--- config.mk ---
export PLATFORM = sky130hd
export DESIGN_NAME = arrmul_mac_acc
export DESIGN_NICKNAME = d
export VERILOG_FILES = /design/src/rtl/arrmul_mac_acc.sv
export SDC_FILE = /design/constraint.sdc
export NUM_CORES = 1
export LEC_CHECK = 0
export BUFFER_PORTS_ARGS = -buffer_cell sky130_fd_sc_hd__buf_2
export CORE_ASPECT_RATIO = 0.7
export CORE_MARGIN = 2
export CORE_UTILIZATION = 50
export CTS_CLUSTER_DIAMETER = 150
export DETAILED_ROUTE_END_ITERATION = 8
export PLACE_DENSITY = 0.77
export SETUP_SLACK_MARGIN = 0.2
export SYNTH_ARGS = -nofsm -noshare
export SYNTH_HDL_FRONTEND = slang
export SYNTH_SLANG_ARGS = --single-unit
--- constraint.sdc ---
create_clock -name clk -period 2.3 [get_ports clk]
set_clock_uncertainty 0.15 [all_clocks]
set_input_delay 0.46 -clock clk [delete_from_list [all_inputs] [get_ports clk]]
set_output_delay 0.46 -clock clk [all_outputs]
set_load 0.01 [all_outputs]
--- src/rtl/arrmul_mac_acc.sv ---
// Multiply-accumulate stage around an external 4x4 array multiplier: registers operand pairs,
// sums LEN products into ACC_W bits. Define ARRMUL_MAC_SATURATE_EN to clamp instead of wrap.
//
// state | meaning
// ACC   | accepting operand pairs, products accumulate back to back
// FLUSH | last product in flight, accumulated on this edge
// DONE  | result presented downstream until out_fire
module arrmul_mac_acc #(
    parameter int LEN   = 4,
    parameter int ACC_W = 12
) (
    input  logic             clk,
    input  logic             rst_n,
    input  logic             clr,
    input  logic             in_valid,
    output logic             in_ready,
    input  logic [3:0]       in_a,
    input  logic [3:0]       in_b,
    output logic [3:0]       mul_a,
    output logic [3:0]       mul_b,
    input  logic [7:0]       mul_p,
    output logic             out_valid,
    input  logic             out_ready,
    output logic [ACC_W-1:0] out_sum,
    output logic             out_ovf
);

    localparam int CW = $clog2(LEN + 1);
    localparam logic [CW-1:0] LAST = CW'(LEN - 1);

    typedef enum logic [1:0] {
        ACC   = 2'd0,
        FLUSH = 2'd1,
        DONE  = 2'd2
    } state_t;

    state_t            state, state_nxt;
    logic [CW-1:0]     count;
    logic              p_vld;
    logic [ACC_W-1:0]  acc;
    logic              ovf;
    logic              in_fire, out_fire;
    logic [ACC_W:0]    sum_ext;

    assign in_fire  = in_valid & in_ready;
    assign out_fire = out_valid & out_ready;
    assign sum_ext  = {1'b0, acc} + {{(ACC_W - 7){1'b0}}, mul_p};
    assign out_sum  = acc;
    assign out_ovf  = ovf;

    always_ff @(posedge clk or negedge rst_n) begin
        if (!rst_n) begin
            state <= ACC;
        end else begin
            state <= state_nxt;
        end
    end

    // in_valid used directly in ACC to keep in_ready off the in_fire path
    always_comb begin
        state_nxt = state;
        in_ready  = 1'b0;
        out_valid = 1'b0;
        case (state)
            ACC: begin
                in_ready = 1'b1;
                if (in_valid && count == LAST) state_nxt = FLUSH;
            end
            FLUSH: state_nxt = DONE;
            DONE: begin
                out_valid = 1'b1;
                if (out_ready) state_nxt = ACC;
            end
            default: state_nxt = ACC;
        endcase
        if (clr) state_nxt = ACC;
    end

    always_ff @(posedge clk or negedge rst_n) begin
        if (!rst_n) begin
            mul_a <= 4'd0;
            mul_b <= 4'd0;
            p_vld <= 1'b0;
            count <= '0;
            acc   <= '0;
            ovf   <= 1'b0;
        end else if (clr) begin
            p_vld <= 1'b0;
            count <= '0;
            acc   <= '0;
            ovf   <= 1'b0;
        end else begin
            p_vld <= in_fire;
            if (in_fire) begin
                mul_a <= in_a;
                mul_b <= in_b;
                count <= count + CW'(1);
            end
            if (out_fire) begin
                acc   <= '0;
                ovf   <= 1'b0;
                count <= '0;
            end else if (p_vld) begin
                if (sum_ext[ACC_W]) ovf <= 1'b1;
`ifdef ARRMUL_MAC_SATURATE_EN
                acc <= sum_ext[ACC_W] ? '1 : sum_ext[ACC_W-1:0];
`else
                acc <= sum_ext[ACC_W-1:0];
`endif
            end
        end
    end

endmodule

======== Word-level counts from Yosys, hierarchy flattened ========
Cells that the tools add are included.
storage, ports and cells
  output and inout bits ................... 23
  bits in registers ....................... 27
  input bits .............................. 21
  logic and storage cells ................. 42
cells by class
  add/sub/neg operators ................... 2
  equality and inequality tests ........... 5
  reduce and logical (&&, ||, !) cells .... 8
  bitwise gates (word level) .............. 3
  multiplexer cells ....................... 17
operators by type and width
  kind                   count
  $mux W12               3
  $add A12 B8 Y13        1
  $mux W3                3
  $reduce_bool A3 Y1     3
  $mux W1                7
  $mux W2                3
  $ne A3 B3 Y1 const B   2
  $pmux W2 S3            1
  $reduce_and A2 Y1      3
  $add A3 B1 Y3 const B  1
  $eq A3 B2 Y1 const B   1
  $and A1 B1 Y1          2
  $eq A2 B1 Y1 const B   1
  $eq A2 B2 Y1 const B   1
  $logic_not A2 Y1       1
  $logic_and A1 B1 Y1    1
  $not A1 Y1             1

======== Logic depth before layout (Yosys ltp) ========
  word-level depth ........................ 6
  mapped depth ............................ 7
  depth with buffers taken out ............ 7

======== Least setup slack after synthesis ========
No wires, ideal clock.
  path type ............................... input to register
  start ................................... input mul_p[0]
  end ..................................... register acc[10], in the netlist out_sum[10]
  path buffers ............................ 0
  slack ................................... 0.169 ns
  arrival ................................. 1.860 ns
  required time ........................... 2.029 ns
  stages .................................. 7
  setup time .............................. 0.121 ns
  path through ............................ ha_1 -> fa_1 -> a211oi_1 -> o21ai_0 -> o2111ai_1 -> xor2_1 -> nor2_1
between the ends
  cells in the longest elaborated chain, start to end .. 4
RTL lines
  element               RTL line  source
  start, declared       21        input logic [7:0] mul_p,
  $add A12 B8 Y13       47        assign sum_ext = {1'b0, acc} + {{(ACC_W - 7){1'b0}}, mul_p};
  $mux W12              103       end else if (p_vld) begin
  $mux W12              99        if (out_fire) begin
  $mux W12              87        end else if (clr) begin
  end signal, assigned  108       acc <= sum_ext[ACC_W-1:0];
  end, declared         40        logic [ACC_W-1:0] acc;
Every way passes these cells. The select of a mux whose other input is x is not followed.
A chain may end at the register's enable or synchronous reset.

======== Worst setup path in the final report ========
  start ................................... register acc[0], in the netlist out_sum[0]
  end ..................................... register acc[6], in the netlist out_sum[6]
between the ends
  cells in the longest elaborated chain, start to end .. 4
RTL lines
  element          RTL line
  $add A12 B8 Y13  47
  $mux W12         103
  $mux W12         99
  $mux W12         87
Every way passes these cells. The select of a mux whose other input is x is not followed.

==> results.sh <==
export IMPL_io_pins=44
export IMPL_routed_wl_mm=3.68
export IMPL_die_h_um=51.0
export IMPL_drive_gt1_share_pct=37.0
export IMPL_hold_viol=0
export IMPL_synthToLayoutAreaGrowth_pct=22.0
export IMPL_dr_pass1_iters=4
export IMPL_route_vias_total=1313
export IMPL_multi_input_area_um2=890
export IMPL_status="complete, no violations"
export IMPL_layout_min_cycle_time_ps=2090
export IMPL_slowest_stage="dfrtp_1"
export IMPL_power_frac_clock_pct=25.6
export IMPL_grt_first_pass_wirelength_mm=5.67
export IMPL_viasPerCell=5.71
export IMPL_p_switching_uw=334
export IMPL_nFillCells=242
export IMPL_power_internal_uw=776
export IMPL_r2r_end="out_sum[6]"
export IMPL_synth_most_common_cell="dfrtp_1"
export IMPL_timing_final_crit_share_pct=90.9
export IMPL_coreArea_um2=3080
export IMPL_cts_root_buf="clkbuf_8"
export IMPL_gr_total_overflow=0
export IMPL_slew_headroom_pct=52.2
export IMPL_grt_max_degree=28
export IMPL_vdd_ir_drop_worst_uv=331
export IMPL_initial_utilization_pct=51.1
export IMPL_synth_top_cells_by_area="dfrtp_1 (43%), ha_1 (7.9%), mux2_4 (7.6%), nor2_1 (4.8%), mux2i_1 (3.8%)"
export IMPL_insertion_delay_ps=280
export IMPL_cap_violations=0
export IMPL_setup_viol=0
export IMPL_clk_pin_slew_ps=100
export IMPL_reg2reg_from="out_sum[0]"
export IMPL_syn_area_um2=1580
export IMPL_seq_power_share_pct=48.9
export IMPL_reg2reg_depth=7
export IMPL_power_per_cell_area_nw_per_um2=578
export IMPL_dp_slack_ps=-43.8
export IMPL_clock_path_buffers=2
export IMPL_ys_flop_type="dfrtp_1"
export IMPL_endpoint="out_sum[6]"
export IMPL_hold_buffers=0
export IMPL_syn_inst=146
export IMPL_cp_cell_sequence="ha_4 -> fa_2 -> a211oi_4 -> nor2_1 -> or2_1 -> a21o_1 -> nand3_2"
export IMPL_power_uw=1110
export IMPL_synth_edff_count=0
export IMPL_drt_iter0_markers=85
export IMPL_placed_cells=223
export IMPL_seq_area_frac_synth_pct=42.9
export IMPL_tightestPinTransition_ps=717
export IMPL_syn_avg_cell_area_um2=10.8
export IMPL_drc_errors=0
export IMPL_synthesis_nets=178
export IMPL_synth_common_cells="dfrtp_1 (27), nor2_1 (20), ha_1 (10)"
export IMPL_grt_setup_unrepaired="yes"
export IMPL_combinationalPowerShare_pct=25.6
export IMPL_chipWidth_um=71.1
export IMPL_cts_tree="yes"
export IMPL_startpoint="out_sum[0]"
export IMPL_antenna_left=0
export IMPL_diodes=0
export IMPL_crit_path_start_kind="register"
export IMPL_rows=17
export IMPL_endpoint_kind="register"
export IMPL_fin_ws_ps=209
export IMPL_critPathBufInv=0
export IMPL_antenna_found_initial=0
export IMPL_maxSlewViolCount=0
export IMPL_crit_cells=7
export IMPL_ys_ff_latch=27
export IMPL_gp_congestion=0.805
export IMPL_arrival_ps=2160
export IMPL_synth_top_area_cell="dfrtp_1"
export IMPL_p_leak_uw=0.000979
export IMPL_die_area_um2=3630
export IMPL_crit_family="adder cells"
export IMPL_max_freq_ghz=0.478
export IMPL_async_flop_share_pct=100
export IMPL_fin_nets=225
export IMPL_ff2ff_setup_slack_ps=210
export IMPL_crit_fanout=3
export IMPL_cp_data_required_time_ps=2370
export IMPL_cts_made_buffers=3
export IMPL_clock_sinks=27
export IMPL_hold_path_class="in2async"
export IMPL_synth_cell_types=38
export IMPL_portBuffers=43
export IMPL_final_cells=230
export IMPL_cts_max_level=1
export IMPL_p_sw_share_pct=30.1
export IMPL_place_hpwl_mm=2.56
export IMPL_slowest_delay_ps=420
export IMPL_grt_use_total_pct=20.3
export IMPL_grt_pass1_vias=1241
export IMPL_regArea_um2=676
export IMPL_wire_per_inst_um=16.0
export IMPL_synth_top_area_share_pct=42.9
export IMPL_yosysWarnings=0
export IMPL_crit_type="reg2reg"
[per-stage QoR]
step	setup TNS (ps)	area [um2]	util, %	hold WS (ps)
4_1_cts	0	1860	60.4	38.6
6_report	0	1920	62.4	26.2
2_1_floorplan	0	1580	-	14.4
3_5_place_dp	-55.8	1810	58.7	339
3_3_place_gp	0	1810	58.7	338
5_1_grt	0	1920	62.4	61.8
[worst reg2reg max path, stage by stage, from the launching register on]
cell      delay, ps
dfrtp_1         420
ha_4            180
fa_2            420
a211oi_4        270
nor2_1           80
or2_1           280
a21o_1          180
nand3_2          50
[registers in the layout, summed over array words and instances (netlist names)]
| register | flops |
|---|---|
| count | 3 |
| p_vld | 1 |
| mul_b | 4 |
| mul_a | 4 |
| state | 2 |
| out_sum | 12 |
| out_ovf | 1 |
[cell families after synthesis]
family	Yosys count	share of synthesized area, %
DFF	27	42.9
muxes	14	11.4
buffers and inverters	8	3.49
AOI/OAI and AO/OA	30	12.1
adders and majority gates	11	9.21
xor gates and xnor gates	7	3.89
and+or+nand+nor	49	17.1
[worst min path at each step]
stage | from | end | slack, ps | cells past startpoint
floorplan | rst_n | count[0] | 10 | 0
global placement | out_ovf | out_ovf | 340 | 2
finish | rst_n | out_sum[0] | 30 | 1
global route | rst_n | out_sum[0] | 60 | 1
CTS | rst_n | out_sum[0] | 40 | 1
detailed placement | mul_b[2] | mul_b[2] | 340 | 1
[what timing repair did]
item / CTS / global route
buffers inserted: 0 / 3
endpoints found under the setup margin: 3 / 4
pin swaps: 1 / 6
resized for setup: 1 / 7
[routing by layer]
| metal | GRT usage [%] | routed length, um | up-vias |
|---|---|---|---|
| li1 | - | - | 613 |
| met1 | 24.5 | 1570 | 617 |
| met2 | 34.1 | 1700 | 62 |
| met3 | 6.11 | 253 | 21 |
| met4 | 8.49 | 153 | 0 |
| met5 | 0 | 0 | - |
[area by class of cell]
| type | instances | share of cell area [%] |
|---|---|---|
| clock buffer | 3 | 2.15 |
| sequential | 27 | 35.1 |
| tap | 38 | 2.47 |
| timing repair buffer | 48 | 13.1 |
| multi-input combinational | 111 | 46.3 |
| clock inverter | 1 | 0.455 |
| inverter | 2 | 0.390 |
[cell usage in the layout (no fill, tap or decap), drive strengths merged, types with 2 or more instances in the layout]
cell type   n
xnor2       2
a21o        4
nor4        2
a21oi       5
a211oi      6
o21ai      11
ha         10
inv         3
clkbuf      3
mux2        8
nand4       2
mux2i       6
xor2        5
and2        3
and3b       2
nand3       5
buf        48
nor2b       5
o211ai      3
nor2       21
dfrtp      27
nor3        2
[power groups by stage]
| stage | clock (uW) | combinational [uW] | sequential [uW] |
|---|---|---|---|
| 6_report | 284 | 284 | 543 |
| 5_1_grt | 309 | 311 | 549 |
| 3_3_place_gp | 0 | 254 | 548 |
| 4_1_cts | 289 | 268 | 542 |
| 2_1_floorplan | 0 | 164 | 559 |
| 3_5_place_dp | 0 | 267 | 550 |
(Power assumes the default switching activity.)
